$ cat config.mk
export PLATFORM = sky130hd
export DESIGN_NAME = uart_reg_bridge_flat
export DESIGN_NICKNAME = d
export VERILOG_FILES = /design/src/rtl/uart_reg_bridge_if.sv /design/src/rtl/uart_reg_bridge.sv /design/src/flat_wrapper.sv
export SDC_FILE = /design/constraint.sdc
export NUM_CORES = 1
export LEC_CHECK = 0
export CAP_MARGIN = 20
export CELL_PAD_IN_SITES_DETAIL_PLACEMENT = 2
export CELL_PAD_IN_SITES_GLOBAL_PLACEMENT = 2
export CORE_ASPECT_RATIO = 2
export CORE_MARGIN = 10
export CORE_UTILIZATION = 34
export CTS_CLUSTER_SIZE = 40
export DETAILED_ROUTE_END_ITERATION = 10
export PLACE_DENSITY_LB_ADDON = 0.1
export SYNTH_ARGS = -nofsm -noshare
export SYNTH_HDL_FRONTEND = slang
export SYNTH_SLANG_ARGS = --single-unit
export TNS_END_PERCENT = 5
$ cat constraint.sdc
create_clock -name CLK -period 7.7 [get_ports CLK]
set_clock_uncertainty 0.2 [all_clocks]
set_input_delay 1.155 -clock CLK [delete_from_list [all_inputs] [get_ports CLK]]
set_output_delay 1.155 -clock CLK [all_outputs]
set_load 0.005 [all_outputs]
$ cat src/rtl/uart_reg_bridge_if.sv
// Bundle of RX/TX FIFO handshakes, register bus and error flag seen by the
// UART register bridge. The master side is the bridge itself.
interface uart_reg_bridge_if;
   logic [7:0] rx_data;
   logic       rx_empty;
   logic       rx_rd;
   logic [7:0] tx_data;
   logic       tx_wr;
   logic       tx_full;
   logic [7:0] bus_addr;
   logic [7:0] bus_wdata;
   logic       bus_we;
   logic       bus_re;
   logic [7:0] bus_rdata;
   logic       proto_err;

   modport master (
      input  rx_data, rx_empty, tx_full, bus_rdata,
      output rx_rd, tx_data, tx_wr, bus_addr, bus_wdata, bus_we, bus_re, proto_err
   );

   modport slave (
      output rx_data, rx_empty, tx_full, bus_rdata,
      input  rx_rd, tx_data, tx_wr, bus_addr, bus_wdata, bus_we, bus_re, proto_err
   );
endinterface

$ cat src/rtl/uart_reg_bridge.sv
// uart_reg_bridge: parses 'W' addr data / 'R' addr commands from the RX FIFO,
// performs one register-bus access and pushes a single reply byte to the TX
// FIFO. Unknown opcodes reply '?'; a stalled partial command is dropped.
module uart_reg_bridge #(
   parameter logic [23:0] TIMEOUT_CYCLES = 24'd100000
) (
   input logic               CLK,
   input logic               rst_n,
   uart_reg_bridge_if.master u
);
   localparam logic [7:0] OP_WR   = 8'h57;
   localparam logic [7:0] OP_RD   = 8'h52;
   localparam logic [7:0] RPL_OK  = 8'h4B;
   localparam logic [7:0] RPL_BAD = 8'h3F;

   typedef enum logic [2:0] {
      IDLE, GET_ADDR, GET_DATA, BUS_WR, BUS_RD, RD_WAIT, SEND
   } state_t;

   state_t      state_q;
   logic        gap_q;
   logic        op_wr_q;
   logic [23:0] cnt_q;
   logic [7:0]  addr_q, wdata_q, txd_q;
   logic        we_q, re_q, perr_q;

   logic        waiting;
   logic        rx_take;
   logic        tmo;
   logic [23:0] cnt_inc;

   // Byte pops are combinational so the FWFT head is captured in the pop cycle;
   // the cycle after a pop is skipped to let the FIFO flags settle.
   assign waiting = (state_q == GET_ADDR) || (state_q == GET_DATA);
   assign rx_take = rst_n && !gap_q && !u.rx_empty && (waiting || (state_q == IDLE));
   assign cnt_inc = (cnt_q == 24'hFF_FFFF) ? cnt_q : cnt_q + 24'd1;
   // Expiry is flagged in the cycle the counter reaches the limit; a byte
   // arriving in that same cycle takes priority.
   assign tmo     = rst_n && waiting && !rx_take && (cnt_inc >= TIMEOUT_CYCLES);

   assign u.rx_rd     = rx_take;
   assign u.tx_wr     = rst_n && (state_q == SEND) && !u.tx_full;
   assign u.tx_data   = txd_q;
   assign u.bus_addr  = addr_q;
   assign u.bus_wdata = wdata_q;
   assign u.bus_we    = we_q;
   assign u.bus_re    = re_q;
   assign u.proto_err = perr_q | tmo;

   // Command FSM with inter-byte timeout and registered bus/reply outputs
   always_ff @(posedge CLK) begin
      if (!rst_n) begin
         state_q <= IDLE;
         gap_q   <= 1'b0;
         op_wr_q <= 1'b0;
         cnt_q   <= '0;
         addr_q  <= '0;
         wdata_q <= '0;
         txd_q   <= '0;
         we_q    <= 1'b0;
         re_q    <= 1'b0;
         perr_q  <= 1'b0;
      end else begin
         we_q   <= 1'b0;
         re_q   <= 1'b0;
         perr_q <= 1'b0;
         gap_q  <= rx_take;
         if (rx_take)      cnt_q <= '0;
         else if (waiting) cnt_q <= cnt_inc;

         unique case (state_q)
            IDLE: begin
               if (rx_take) begin
                  if (u.rx_data == OP_WR || u.rx_data == OP_RD) begin
                     op_wr_q <= (u.rx_data == OP_WR);
                     state_q <= GET_ADDR;
                  end else begin
                     txd_q   <= RPL_BAD;
                     perr_q  <= 1'b1;
                     state_q <= SEND;
                  end
               end
            end
            GET_ADDR: begin
               if (tmo) begin
                  state_q <= IDLE;
               end else if (rx_take) begin
                  addr_q <= u.rx_data;
                  if (op_wr_q) begin
                     state_q <= GET_DATA;
                  end else begin
                     re_q    <= 1'b1;
                     state_q <= BUS_RD;
                  end
               end
            end
            GET_DATA: begin
               if (tmo) begin
                  state_q <= IDLE;
               end else if (rx_take) begin
                  wdata_q <= u.rx_data;
                  we_q    <= 1'b1;
                  state_q <= BUS_WR;
               end
            end
            BUS_WR: begin
               txd_q   <= RPL_OK;
               state_q <= SEND;
            end
            BUS_RD: begin
               state_q <= RD_WAIT;
            end
            RD_WAIT: begin
               txd_q   <= u.bus_rdata;
               state_q <= SEND;
            end
            SEND: begin
               if (!u.tx_full) state_q <= IDLE;
            end
            default: state_q <= IDLE;
         endcase
      end
   end
endmodule

$ cat src/flat_wrapper.sv
// flat-port wrapper written by rule: the top's interface ports become plain ports
module uart_reg_bridge_flat 
#(
   parameter logic [23:0] TIMEOUT_CYCLES = 24'd100000
)
  (CLK, rst_n, u_rx_data, u_rx_empty, u_tx_full, u_bus_rdata, u_rx_rd, u_tx_data, u_tx_wr, u_bus_addr, u_bus_wdata, u_bus_we, u_bus_re, u_proto_err);
  uart_reg_bridge_if u_i ();
  input logic CLK;
  input logic rst_n;
  input wire logic [$bits(u_i.rx_data)-1:0] u_rx_data;
  input wire logic [$bits(u_i.rx_empty)-1:0] u_rx_empty;
  input wire logic [$bits(u_i.tx_full)-1:0] u_tx_full;
  input wire logic [$bits(u_i.bus_rdata)-1:0] u_bus_rdata;
  output wire logic [$bits(u_i.rx_rd)-1:0] u_rx_rd;
  output wire logic [$bits(u_i.tx_data)-1:0] u_tx_data;
  output wire logic [$bits(u_i.tx_wr)-1:0] u_tx_wr;
  output wire logic [$bits(u_i.bus_addr)-1:0] u_bus_addr;
  output wire logic [$bits(u_i.bus_wdata)-1:0] u_bus_wdata;
  output wire logic [$bits(u_i.bus_we)-1:0] u_bus_we;
  output wire logic [$bits(u_i.bus_re)-1:0] u_bus_re;
  output wire logic [$bits(u_i.proto_err)-1:0] u_proto_err;
  assign u_i.rx_data = u_rx_data;
  assign u_i.rx_empty = u_rx_empty;
  assign u_i.tx_full = u_tx_full;
  assign u_i.bus_rdata = u_bus_rdata;
  assign u_rx_rd = u_i.rx_rd;
  assign u_tx_data = u_i.tx_data;
  assign u_tx_wr = u_i.tx_wr;
  assign u_bus_addr = u_i.bus_addr;
  assign u_bus_wdata = u_i.bus_wdata;
  assign u_bus_we = u_i.bus_we;
  assign u_bus_re = u_i.bus_re;
  assign u_proto_err = u_i.proto_err;
  uart_reg_bridge #(.TIMEOUT_CYCLES(TIMEOUT_CYCLES)) u_core (.CLK(CLK), .rst_n(rst_n), .u(u_i));
endmodule
After elaboration in Yosys (flattened, before gate mapping)
Index checks and enable logic that the tools add are counted.

Output and inout bits: 29. Bits of input ports: 20. Word-level logic and storage cells: 75. Register bits after elaboration: 56.

Bitwise gates (word level): 6. Reduce and logical (&&, ||, !) cells: 27. Add/sub/neg operators: 1. Order comparisons: 1. Eq/ne operators: 14. Muxes and demuxes: 16.

Operators with widths (number): $add A24 B1 Y24 const B (1); $eq A24 B24 Y1 const B (1); $ge A24 B17 Y1 const B (1); $mux W24 (1); $mux W3 (8); $pmux W8 S3 (1); $pmux W3 S6 (1); $eq A8 B7 Y1 const B (2); $mux W8 (2); $reduce_and A3 Y1 (5); $eq A3 B3 Y1 const B (3); $logic_and A1 B1 Y1 (8); $eq A3 B2 Y1 const B (2); $ne A3 B1 Y1 const B (2); $not A1 Y1 (5); $logic_not A1 Y1 (4); $ne A2 B2 Y1 const B (2); $reduce_and A4 Y1 (1); $reduce_or A2 Y1 (2); $reduce_or A4 Y1 (1); $eq A3 B1 Y1 const B (1); $logic_not A3 Y1 (1); $logic_or A1 B1 Y1 (3); $mux W1 (3); 4 further kinds (4).

Longest topological paths before layout
Depth after elaboration: 9. Depth in mapped cells: 10. Gate-level depth less buffers: 10.

Worst setup path before layout
OpenSTA, ideal clock, no wires.

Path kind: reg2out. Start point: register u_core.cnt_q[0]. End point: output u_proto_err. Cell stages (with the launch flop): 10. Setup slack: 3.987 ns. Data required time: 6.345 ns. Arrival: 2.358 ns. Path buffers: 0. Path through: dfxtp_1 > ha_1 > nand4_2 > or2_1 > a2111oi_0 > o2111ai_1 > a221oi_2 > o211ai_2 > nor2b_1 > a21o_1.

Longest elaborated chain between the ends: 5. Elaborated cells between the ends (all ways): 6. Those cells by class: add/sub (1); order compare (1); eq/ne (1); mux (1); bitwise (1); reduce/logical (1).

RTL lines: start: declaration (RTL line uart_reg_bridge.sv:23) `logic [23:0] cnt_q;`; start signal: assignment (RTL line uart_reg_bridge.sv:69) `else if (waiting) cnt_q <= cnt_inc;`; $add A24 B1 Y24 / $eq A24 B24 Y1 (equally long branches) (RTL line uart_reg_bridge.sv:36) `assign cnt_inc = (cnt_q == 24'hFF_FFFF) ? cnt_q : cnt_q + 24'd1;`; $mux W24 * (RTL line uart_reg_bridge.sv:36); $ge A24 B17 Y1 * (RTL line uart_reg_bridge.sv:39) `assign tmo = rst_n && waiting && !rx_take && (cnt_inc >= TIMEOUT_CYCLES);`; $logic_and A1 B1 Y1 * (RTL line uart_reg_bridge.sv:39); $or A1 B1 Y1 * (RTL line uart_reg_bridge.sv:48) `assign u.proto_err = perr_q | tmo;`; end: declaration (RTL line flat_wrapper.sv:21) `output wire logic [$bits(u_i.proto_err)-1:0] u_proto_err;`.

Mark *: on every way between the ends. The rest lies on a longest branch, timed or not.

Final worst setup path
Ends and elaborated chain as after synthesis.

==> flow_summary.html <==
<table>
<tr><th>Metric</th><th>Value</th></tr>
<tr><th colspan="2">Power and ir drop</th></tr>
<tr><td>PD cells</td><td>173 nW/um^2</td></tr>
<tr><td>Worst IR drop on VDD</td><td>0.141 mV</td></tr>
<tr><td>Sum of internal, switching and leakage power</td><td>0.632 mW</td></tr>
<tr><td>Static Leakage</td><td>1.31 nW</td></tr>
<tr><th colspan="2">Layout</th></tr>
<tr><td>Summed area of non-filler cells in the final layout</td><td>3660 um^2</td></tr>
<tr><td>Leading cell types in the layout, fill and taps excluded</td><td>56 x sky130_fd_sc_hd__dfxtp_1, 48 x sky130_fd_sc_hd__clkdlybuf4s50_1, 44 x sky130_fd_sc_hd__nand2_1, 42 x sky130_fd_sc_hd__nor2_1, 16 x sky130_fd_sc_hd__nand3_1</td></tr>
<tr><td>Filler cell count</td><td>969</td></tr>
<tr><td>Storage element area</td><td>1120 um^2</td></tr>
<tr><td>Nets@finish</td><td>415</td></tr>
<tr><td>Area Growth Syn to Fin</td><td>23.7%</td></tr>
<tr><td>Antenna diode instance count</td><td>0</td></tr>
<tr><td>Most frequent standard cell in the layout excluding fill and tap cells</td><td>sky130_fd_sc_hd__dfxtp_1</td></tr>
<tr><td>Multi-input gate area</td><td>1720 um^2</td></tr>
<tr><td>Layout Cells excl Fill</td><td>495</td></tr>
<tr><td>Share of post-route cells with drive strength above 1</td><td>6.58%</td></tr>
<tr><th colspan="2">Route</th></tr>
<tr><td>Average routed wire per standard cell</td><td>19.5 um</td></tr>
<tr><td>Via count</td><td>2813</td></tr>
<tr><td>Post-detailed-route count of antenna-violating nets</td><td>0</td></tr>
<tr><td>Final routed DRC violation total</td><td>0</td></tr>
<tr><td>Met2 Wirelength</td><td>5700 um</td></tr>
<tr><td>Final Routed Wirelength</td><td>9670 um</td></tr>
<tr><td>M1 WL</td><td>3360 um</td></tr>
<tr><td>DRT iter0 DRCs</td><td>104</td></tr>
<tr><td>First-pass DRT Iterations</td><td>4</td></tr>
<tr><td>Max layer used</td><td>met4</td></tr>
<tr><td>DR WL met3</td><td>350 um</td></tr>
<tr><td>Detail-routed via count per cell</td><td>5.68</td></tr>
<tr><th colspan="2">Logic synthesis</th></tr>
<tr><td>Number of distinct library cell variants in the gate-level netlist after synthesis</td><td>63</td></tr>
<tr><td>Total standard cell area after synthesis</td><td>2960 um^2</td></tr>
<tr><td>Synthesized instance count</td><td>355</td></tr>
<tr><td>Number of flops mapped to enable cells by yosys</td><td>0</td></tr>
<tr><td>Simple-gate area share of the yosys netlist</td><td>28.8%</td></tr>
<tr><td>Synth Area per Inst</td><td>8.33 um^2</td></tr>
<tr><td>Seq/Total Area, Yosys</td><td>37.9%</td></tr>
<tr><td>Prevailing post-synth register cell</td><td>sky130_fd_sc_hd__dfxtp_1</td></tr>
<tr><td>Main combinational cell family by area after synthesis</td><td>simple AND/OR/NAND/NOR gates</td></tr>
<tr><td>Post-synthesis async set-or-reset flop share</td><td>0%</td></tr>
<tr><td>Fraction of the mapped netlist area in compound gates</td><td>19.1%</td></tr>
<tr><td>Net count of the mapped netlist</td><td>376</td></tr>
<tr><td>Adder-Cell Fraction of Synth Area</td><td>0.423%</td></tr>
<tr><td>Area share of xor/xnor cells in the synthesized design</td><td>5.92%</td></tr>
<tr><td>Number of register bits inferred by synthesis</td><td>56</td></tr>
<tr><td>Multiplexer share of the synthesized area</td><td>4.06%</td></tr>
<tr><td>Yosys Warn Count</td><td>0</td></tr>
<tr><th colspan="2">STA</th></tr>
<tr><td>Aggregate negative setup slack</td><td>0 ns</td></tr>
<tr><td>Final count of pins violating max slew</td><td>0</td></tr>
<tr><td>Maximum clock frequency</td><td>0.202 GHz</td></tr>
<tr><td>Setup repair after global routing missed its margin</td><td>false</td></tr>
<tr><td>Final period util</td><td>64.4%</td></tr>
<tr><td>Worst relative slew slack</td><td>40.8%</td></tr>
<tr><td>Setup Viol. Count Final</td><td>0</td></tr>
<tr><td>Final hold slack</td><td>0.270 ns</td></tr>
<tr><td>Final critical-path required period</td><td>4.96 ns</td></tr>
<tr><td>Final count of hold timing violations</td><td>0</td></tr>
<tr><td>Least-Margin Pin Slew</td><td>0.888 ns</td></tr>
<tr><th colspan="2">Critical path</th></tr>
<tr><td>Critical Path, Cell by Cell</td><td>ha_1 &gt; nand4_2 &gt; nor2_1 &gt; a21oi_2 &gt; a211o_1 &gt; a221oi_2 &gt; o211ai_2 &gt; nor2b_1 &gt; a21o_1 &gt; clkdlybuf4s50_1</td></tr>
<tr><td>Type of element launching the critical path</td><td>register</td></tr>
<tr><td>Source of the worst register-to-register timing path</td><td>u_core.cnt_q[0]</td></tr>
<tr><td>Worst path required time</td><td>6.34 ns</td></tr>
<tr><td>Crit path max fanout</td><td>9</td></tr>
<tr><td>Path length in cells of the critical path</td><td>10</td></tr>
<tr><td>Capture instance of the worst register-to-register path</td><td>u_core.state_q[1]</td></tr>
<tr><td>Critical Path Sink</td><td>u_proto_err</td></tr>
<tr><td>CP delay by family, top</td><td>compound AO/OA/AOI/OAI gates</td></tr>
<tr><td>Data arrival, critical path</td><td>3.60 ns</td></tr>
<tr><td>Critical path's largest stage delay</td><td>0.54 ns</td></tr>
<tr><td>Reg2Reg Depth</td><td>10</td></tr>
<tr><td>CP Capture Type</td><td>output port</td></tr>
<tr><td>Register-to-Register Setup Slack</td><td>4.25 ns</td></tr>
<tr><td>Buf/Inv on CP</td><td>1</td></tr>
<tr><td>CP Launch Point</td><td>u_core.cnt_q[0]</td></tr>
<tr><td>Slowest cell on the critical path</td><td>sky130_fd_sc_hd__nor2_1</td></tr>
<tr><td>Critical path type</td><td>reg -&gt; out</td></tr>
<tr><th colspan="2">Clock tree</th></tr>
<tr><td>Master cell of the clock root buffer</td><td>sky130_fd_sc_hd__clkbuf_16</td></tr>
<tr><td>Post-CTS setup buffer count</td><td>0</td></tr>
<tr><td>CTS Buf Count</td><td>5</td></tr>
<tr><td>Number of H-tree levels</td><td>2</td></tr>
<tr><td>Clock latency at the later pin of the worst-skew pair</td><td>0.30 ns</td></tr>
<tr><td>CTS tree</td><td>done</td></tr>
<tr><td>Max Root-Sink Buffers</td><td>2</td></tr>
<tr><td>Clk sink count</td><td>56</td></tr>
<tr><td>Clock edge transition at the registers on the reported setup and hold paths</td><td>0.08 ns</td></tr>
<tr><td>Number of buffers added to fix hold violations after cts</td><td>0</td></tr>
<tr><td>CTS resizes</td><td>0</td></tr>
<tr><th colspan="2">Die</th></tr>
<tr><td>Effective utilization at floorplan</td><td>34.4%</td></tr>
<tr><td>Ports placed on the boundary</td><td>49</td></tr>
<tr><td>Die width</td><td>85.9 um</td></tr>
<tr><td>Die Area</td><td>13100 um^2</td></tr>
<tr><td># rows</td><td>48</td></tr>
<tr><td>Height of the die</td><td>152 um</td></tr>
<tr><td>Core Area</td><td>8590 um^2</td></tr>
<tr><th colspan="2">Global route</th></tr>
<tr><td>Remaining Overflow, GRT</td><td>0</td></tr>
<tr><td>Largest net degree at the start of global routing</td><td>33</td></tr>
<tr><td>Initial antenna violation count</td><td>0</td></tr>
<tr><td>Vias in the first global route</td><td>3128</td></tr>
<tr><td>Overall track demand over capacity in global routing</td><td>15.3%</td></tr>
<tr><td>Wire length of the first global-routing pass</td><td>16400 um</td></tr>
<tr><th colspan="2">Placement</th></tr>
<tr><td>RD Place Congestion</td><td>0.820</td></tr>
<tr><td>Instance area after placement</td><td>3500 um^2</td></tr>
<tr><td>Detailed Place HPWL</td><td>7530 um</td></tr>
<tr><td>Number of buffers inserted by port buffering</td><td>48</td></tr>
<tr><td>Placed Cells</td><td>487</td></tr>
<tr><th colspan="2">Outcome</th></tr>
<tr><td>Result of the run</td><td>completed</td></tr>
<tr><th colspan="2">Flow run</th></tr>
<tr><td>Max-Cap Viols</td><td>0</td></tr>
<tr><th colspan="2">Hold path</th></tr>
<tr><td>Min-delay worst type</td><td>reg -&gt; reg</td></tr>
</table>
tightest hold or removal path, stage by stage (launching register included):
cell and delay (ns):
sky130_fd_sc_hd__dfxtp_1 0.31, sky130_fd_sc_hd__nand2_1 0.05, sky130_fd_sc_hd__a21boi_0 0.07
final cells by class:
class	instances	area share [%]
Multi-Input combinational cell	272	47.2
Sequential cell	56	30.7
Timing Repair Buffer	51	13.8
Clock buffer	5	3.42
Tap cell	100	3.42
Inverter	8	0.821
Clock inverter	3	0.753
sequential cells by signal, summed over array words and instances (netlist names), 3 cells and up:
register,cells
u_core.cnt_q,24
u_core.u.bus_wdata,8
u_core.u.tx_data,8
u_core.u.bus_addr,8
u_core.state_q,3
cells in the mapped netlist, types with 2 or more instances:
cell,n,area (um^2)
sky130_fd_sc_hd__a21boi_0,9,67.6
sky130_fd_sc_hd__a21o_1,2,15.0
sky130_fd_sc_hd__a21oi_1,6,30.0
sky130_fd_sc_hd__a22oi_1,3,22.5
sky130_fd_sc_hd__a31oi_1,3,18.8
sky130_fd_sc_hd__a32o_1,3,30.0
sky130_fd_sc_hd__a41o_1,2,20.0
sky130_fd_sc_hd__and2_1,7,43.8
sky130_fd_sc_hd__and3_1,6,37.5
sky130_fd_sc_hd__and4_1,2,17.5
sky130_fd_sc_hd__buf_2,5,25.0
sky130_fd_sc_hd__clkbuf_1,12,45.0
sky130_fd_sc_hd__dfxtp_1,56,1120
sky130_fd_sc_hd__inv_1,7,26.3
sky130_fd_sc_hd__mux2i_1,12,120
sky130_fd_sc_hd__nand2_1,44,165
sky130_fd_sc_hd__nand2b_1,3,18.8
sky130_fd_sc_hd__nand3_1,16,80.1
sky130_fd_sc_hd__nand4_1,7,43.8
sky130_fd_sc_hd__nand4_2,2,25.0
sky130_fd_sc_hd__nor2_1,42,158
sky130_fd_sc_hd__nor2b_1,11,68.8
sky130_fd_sc_hd__nor3_1,8,40.0
sky130_fd_sc_hd__nor4_1,3,18.8
sky130_fd_sc_hd__o2111ai_1,4,35.0
sky130_fd_sc_hd__o211ai_1,3,22.5
sky130_fd_sc_hd__o21ai_0,11,55.1
sky130_fd_sc_hd__o221a_2,3,33.8
sky130_fd_sc_hd__o311a_1,3,30.0
sky130_fd_sc_hd__o41ai_1,3,26.3
sky130_fd_sc_hd__or2_2,4,25.0
sky130_fd_sc_hd__or3_1,3,18.8
sky130_fd_sc_hd__or4_1,2,15.0
sky130_fd_sc_hd__xnor2_1,9,78.8
sky130_fd_sc_hd__xor2_1,11,96.3
routing by layer:
| layer | vias to the layer above | GRT usage, % |
|---|---|---|
| met1 | 1406 | 14.1 |
| met5 | - | 0 |
| li1 | 1355 | - |
| met3 | 14 | 3.48 |
| met2 | 38 | 29.8 |
| met4 | 0 | 6.23 |
power by group:
part	internal, mW	switching, mW
combinational	0.0401	0.0384
clock	0.124	0.119
sequential	0.299	0.0117
logic make-up after synthesis:
family,count (synthesis)
multiplexers,12
AND/OR/NAND/NOR,167
XOR/XNOR,20
adder cells (fa/ha/maj),1
buffers and inverters,27
flip-flops,56
AO/OA/AOI/OAI,72
worst min-delay path by stage:
stage                           from               endpoint  cells past startpoint
3_5_place_dp   u_core.u.bus_wdata[2]  u_core.u.bus_wdata[2]                      2
5_1_grt        u_core.u.bus_wdata[2]  u_core.u.bus_wdata[2]                      2
3_3_place_gp   u_core.u.bus_wdata[2]  u_core.u.bus_wdata[2]                      2
4_1_cts        u_core.u.bus_wdata[2]  u_core.u.bus_wdata[2]                      2
6_report       u_core.u.bus_wdata[2]  u_core.u.bus_wdata[2]                      2
2_1_floorplan         u_core.op_wr_q        u_core.u.bus_re                      1
metrics by stage:
stage                     setup WS [ns]  utilization [%]
after global routing               2.44             42.6
final                              2.74             42.6
after global placement             2.84             40.8
after floorplan                    3.99                -
after detailed placement           2.78             40.8
after CTS                          2.71             42.6
Power figures use the tool's default switching activity.
